[src/rtl/data_mem_responder_if.sv]
// Load/store request and response bundle between the memory stage
// and the data-memory responder.
interface data_mem_responder_if;
    logic        mem_r_en;
    logic        mem_w_en;
    logic [31:0] addr;
    logic [31:0] wdata;
    logic [31:0] rdata;
    logic        mem_ready;
    logic        addr_err;
    logic        stall;

    modport master (
        output mem_r_en, mem_w_en, addr, wdata,
        input  rdata, mem_ready, addr_err, stall
    );

    modport slave (
        input  mem_r_en, mem_w_en, addr, wdata,
        output rdata, mem_ready, addr_err, stall
    );
endinterface

[src/rtl/data_mem_responder.sv]
// Multi-cycle data memory: captures one load/store, waits LATENCY
// cycles, performs it, then pulses mem_ready for one cycle.
module data_mem_responder #(
    parameter int DEPTH   = 64,
    parameter int LATENCY = 2
) (
    input logic clk,
    input logic rst,
    data_mem_responder_if.slave bus
);
    localparam int AW = $clog2(DEPTH);

    typedef enum logic [1:0] {
        S_IDLE,
        S_BUSY,
        S_DONE
    } state_t;

    state_t      r_state;
    state_t      w_next;
    logic [3:0]  r_cnt;
    logic        r_op_w;
    logic [31:0] r_addr;
    logic [31:0] r_wdata;
    logic [31:0] r_rdata;
    logic        r_err;
    logic [31:0] r_mem [DEPTH];

    logic          w_req;
    logic          w_legal;
    logic [AW-1:0] w_idx;

    assign w_req   = bus.mem_r_en | bus.mem_w_en;
    assign w_legal = (r_addr[1:0] == 2'b00) &&
                     (r_addr < 32'(4 * DEPTH));
    assign w_idx   = r_addr[AW+1:2];

    always_comb begin
        w_next = r_state;
        unique case (r_state)
            S_IDLE:  if (w_req) w_next = S_BUSY;
            S_BUSY:  if (r_cnt == 4'd0) w_next = S_DONE;
            S_DONE:  w_next = S_IDLE;
            default: w_next = S_IDLE;
        endcase
    end

    always_ff @(posedge clk) begin
        if (!rst) begin
            r_state <= S_IDLE;
            r_cnt   <= 4'd0;
            r_op_w  <= 1'b0;
            r_addr  <= 32'd0;
            r_wdata <= 32'd0;
            r_rdata <= 32'd0;
            r_err   <= 1'b0;
            for (int i = 0; i < DEPTH; i++) r_mem[i] <= 32'd0;
        end else begin
            r_state <= w_next;
            unique case (r_state)
                S_IDLE: begin
                    if (w_req) begin
                        // write wins when both enables are high
                        r_op_w  <= bus.mem_w_en;
                        r_addr  <= bus.addr;
                        r_wdata <= bus.wdata;
                        r_cnt   <= 4'(LATENCY - 1);
                    end
                end
                S_BUSY: begin
                    if (r_cnt != 4'd0) begin
                        r_cnt <= r_cnt - 4'd1;
                    end else begin
                        r_err <= ~w_legal;
                        if (r_op_w) begin
                            if (w_legal) r_mem[w_idx] <= r_wdata;
                        end else begin
                            r_rdata <= w_legal ? r_mem[w_idx] : 32'd0;
                        end
                    end
                end
                default: ;
            endcase
        end
    end

    assign bus.rdata     = r_rdata;
    assign bus.mem_ready = (r_state == S_DONE);
    assign bus.addr_err  = (r_state == S_DONE) & r_err;
    assign bus.stall     = ((r_state == S_IDLE) & w_req) |
                           (r_state == S_BUSY);
endmodule

[src/flat_wrapper.sv]
// flat-port wrapper written by rule: the top's interface ports become plain ports
module data_mem_responder_flat 
#(
    parameter int DEPTH   = 64,
    parameter int LATENCY = 2
)
  (clk, rst, bus_mem_r_en, bus_mem_w_en, bus_addr, bus_wdata, bus_rdata, bus_mem_ready, bus_addr_err, bus_stall);
  data_mem_responder_if bus_i ();
  input logic clk;
  input logic rst;
  input wire logic [$bits(bus_i.mem_r_en)-1:0] bus_mem_r_en;
  input wire logic [$bits(bus_i.mem_w_en)-1:0] bus_mem_w_en;
  input wire logic [$bits(bus_i.addr)-1:0] bus_addr;
  input wire logic [$bits(bus_i.wdata)-1:0] bus_wdata;
  output wire logic [$bits(bus_i.rdata)-1:0] bus_rdata;
  output wire logic [$bits(bus_i.mem_ready)-1:0] bus_mem_ready;
  output wire logic [$bits(bus_i.addr_err)-1:0] bus_addr_err;
  output wire logic [$bits(bus_i.stall)-1:0] bus_stall;
  assign bus_i.mem_r_en = bus_mem_r_en;
  assign bus_i.mem_w_en = bus_mem_w_en;
  assign bus_i.addr = bus_addr;
  assign bus_i.wdata = bus_wdata;
  assign bus_rdata = bus_i.rdata;
  assign bus_mem_ready = bus_i.mem_ready;
  assign bus_addr_err = bus_i.addr_err;
  assign bus_stall = bus_i.stall;
  data_mem_responder #(.DEPTH(DEPTH), .LATENCY(LATENCY)) u_core (.clk(clk), .rst(rst), .bus(bus_i));
endmodule
[config.mk]
export PLATFORM = sky130hd
export DESIGN_NAME = data_mem_responder_flat
export DESIGN_NICKNAME = d
export VERILOG_FILES = /design/src/rtl/data_mem_responder_if.sv /design/src/rtl/data_mem_responder.sv /design/src/flat_wrapper.sv
export SDC_FILE = /design/constraint.sdc
export NUM_CORES = 2
export LEC_CHECK = 0
export CAP_MARGIN = 20
export CORE_AREA = 2 2 431 433
export DETAILED_ROUTE_END_ITERATION = 12
export DIE_AREA = 0 0 433 435
export PLACE_DENSITY = 0.69
export SLEW_MARGIN = 10
export SYNTH_ARGS = -nofsm -noshare
export SYNTH_HDL_FRONTEND = slang
export SYNTH_SLANG_ARGS = --single-unit
[constraint.sdc]
create_clock -name clk -period 11.55 [get_ports clk]
set_input_delay 2.31 -clock clk [delete_from_list [all_inputs] [get_ports clk]]
set_output_delay 2.31 -clock clk [all_outputs]
set_load 0.01 [all_outputs]
==> summary.md <==
| Metric | Value |
|---|---|
| Final ANT Viol Nets | `0` |
| Nets | `6,356` |
| Cell variety after synth | `64` |
| Port buffer count | `102` |
| Routed length on met3 | `30,010 um` |
| Cts bufs inserted | `214` |
| Via count | `55,950` |
| Hold WC Path Type | `reg2reg` |
| Syn nets | `6,500` |
| Yosys reg bits | `2,158` |
| Power Dens Cells | `161.7 nW/um^2` |
| RSZ-0062 raised after global routing | `no` |
| CP Max Fanout | `3` |
| Setup TNS | `0 ns` |
| WHS | `0.4418 ns` |
| Skew final | `0.03467 ns` |
| Post-synth top area share | `63.40%` |
| Largest family of logic cells by synthesized area | `simple AND/OR/NAND/NOR gates` |
| Peak supply drop | `0.1250 mV` |
| CP Capture Type | `output pin` |
| Final hold viol count | `0` |
| Initial DRC count | `7,762` |
| Final setup fails | `0` |
| H-tree levels | `4` |
| Largest net degree at the start of global routing | `110` |
| Max Cap Viol | `0` |
| Synth-to-layout area growth | `11.09%` |
| Type of the worst setup path | `in2out` |
| Worst-Margin Slew | `1.207 ns` |
| Core area | `184,000 um^2` |
| Die area | `188,400 um^2` |
| Detailed placer's ending HPWL | `163,900 um` |
| Final period util | `50.67%` |
| Number of antenna violations at the first check in global routing | `13` |
| CP arrival | `3.54 ns` |
| Worst Reg-to-Reg Cells | `7` |
| Postcts setup bufs | `0` |
| Seq/Total Area, Yosys | `65.67%` |
| Row count | `158` |
| Share of cells above drive strength 1 | `17.62%` |
| Maximum clock path buffer count | `3` |
| Mapped Area | `97,000 um^2` |
| GRT Total Usage | `30.19%` |
| Post-CTS Hold Buffers | `0` |
| DRT met1 WL | `107,200 um` |
| WL per Instance | `31.83 um` |
| Mux contribution to synthesized area | `12.78%` |
| R2r endpoint | `u_core.bus.rdata[27]$_SDFFE_PN0P_` |
| Final slew viol count | `0` |
| Vias in the first global route | `54,980` |
| Compound-cell area share of the yosys netlist | `3.086%` |
| Grt total ovfl | `0` |
| Placed cell area | `101,100 um^2` |
| Highest metal used | `met5` |
| Xor and xnor fraction of the mapped netlist area | `0.01806%` |
| LEAKAGE | `0.03760 uW` |
| CP required | `9.24 ns` |
| Routed vias/inst | `6.258` |
| Max frequency | `170.9 MHz` |
| Fin cells | `8,940` |
| Simple-Gate Fraction of Synth Area | `15.53%` |
| Top-count cell post-synth | `and2_1` |
| Mean Syn Cell Area | `15.09 um^2` |
| Cell taking the most area after synthesis | `edfxtp_1` |
| Post-Layout Inst Area | `107,800 um^2` |
| Post-Route WL | `284,500 um` |
| Max-slew headroom | `19.37%` |
| Synth Flop Type | `edfxtp_1` |
| Commonest cells in the netlist | `2,058 x and2_1, 2,048 x edfxtp_1, 467 x mux4_2` |
| WL met2 | `133,200 um` |
| I/O pin count | `103` |
| DP Cell Count | `8,549` |
| Remaining DRCs | `0` |
| GP Congestion | `0.8673` |
| Drt pass-1 iters | `6` |
| R2R Setup Slk | `6.47 ns` |
| Worst Min Path Start | `u_core.bus.rdata[14]$_SDFFE_PN0P_` |
| Syn Inst Count | `6,430` |
| EDFF count, synth | `2,048` |
| Root Driver | `clkbuf_16` |
| First-pass GRT wire length | `402,500 um` |
| Worst setup SP type | `primary input` |
| Post-layout min period | `5.852 ns` |
| CTS tree | `yes` |
| Area contributors post-synth | `edfxtp_1 63%, and2_1 13%, mux4_2 11%` |
| Initial Utilization | `52.70%` |
| Hold Path Sink | `u_core.bus.rdata[14]$_SDFFE_PN0P_` |
| Worst-skew pair later-pin latency | `0.85 ns` |
| FFs w/ async S/R, synth | `0%` |
| Post-CTS resize count | `0` |
| Adder-Cell Fraction of Synth Area | `0.02580%` |
| Total power | `17,430 uW` |
| Chip width | `433 um` |
| CTS sink count | `2,158` |
| Synth warn | `0` |
| Clk slew on worst S/H paths | `0.06 ns` |
| Chip height | `435 um` |
| Hold depth | `2` |
| Run status | `completed` |
registers in the layout, indices dropped and copies added (netlist names), named ones only:
register,cells
u_core.r_wdata,32
u_core.r_cnt,4
u_core.r_mem,2048
u_core.r_addr,32
u_core.r_err,1
u_core.bus.rdata,32
u_core.r_state,2
u_core.r_op_w,1
stage by stage:
stage | worst slack, ns | util (%)
finish | 5.698 | 58.55
global route | 5.653 | 58.55
CTS | 5.700 | 58.54
detailed placement | 5.707 | 54.92
global placement | 5.597 | 54.76
floorplan | 5.282 | -
layout make-up:
class                      instances  area (um^2)
fill                           13920        76290
antenna                            1        2.502
sequential                      2158        63760
clock buffer                     307         6036
clock inverter                    82        623.1
tap                             2480         3103
timing repair buffer             293         2716
inverter                           6        22.52
multi-input combinational       3613        31490
per-layer routing:
metal | up-vias | global-route usage (%)
li1 | 23210 | -
met1 | 29160 | 41.27
met2 | 3024 | 46.77
met3 | 555 | 6.637
met4 | 4 | 13.29
met5 | - | 0
how the worst max path moves through the flow:
stage / cells after the start / from / to
after global placement: 4 / bus_mem_w_en / bus_stall
after CTS: 4 / bus_mem_w_en / bus_stall
after global routing: 4 / bus_mem_w_en / bus_stall
after detailed placement: 4 / bus_mem_w_en / bus_stall
after floorplan: 7 / rst / u_core.r_mem[40][0]$_SDFFCE_PN0P_
final: 4 / bus_mem_w_en / bus_stall
cell families after synthesis:
family,Yosys count
flops,2158
fa+ha+maj,2
xor+xnor,2
simple gates,2521
mux,653
compound gates,435
buf+inv,659
cell usage in the layout, fill, tap and decap left out, types with 21 or more instances in the layout:
cell | Yosys | routed
a21oi_1 | 38 | 38
clkbuf_1 | 462 | 66
clkbuf_16 | 0 | 221
mux4_2 | 467 | 467
nand3_1 | 32 | 32
dfxtp_2 | 0 | 34
dfxtp_1 | 110 | 72
nor2b_1 | 30 | 28
nand2_1 | 205 | 205
nor2_4 | 1 | 38
and2_1 | 2058 | 2058
o22ai_1 | 37 | 37
a22oi_1 | 79 | 79
buf_4 | 28 | 174
clkinv_2 | 0 | 31
o21ai_0 | 95 | 39
clkinv_1 | 0 | 33
clkdlybuf4s50_1 | 0 | 101
a22o_1 | 22 | 22
edfxtp_1 | 2048 | 2048
nor2_2 | 3 | 21
nor2_1 | 87 | 32
mux2i_1 | 172 | 172
o21ai_4 | 0 | 56
a21boi_0 | 66 | 66
worst max-delay path, cell delays in order:
cell,delay (ns)
clkdlybuf4s50_1,0.45
nor3_1,0.23
nor2_1,0.06
clkdlybuf4s50_1,0.48
power breakdown:
part | leakage [uW] | internal, uW | switching (uW) | total, uW
logic | 0.0123 | 562 | 1170 | 1730
registers | 0.0221 | 8810 | 155 | 8960
clock network | 0.00326 | 3770 | 2970 | 6740
total | 0.0376 | 13100 | 4290 | 17400
No activity file was read; power rests on OpenSTA's default activity.
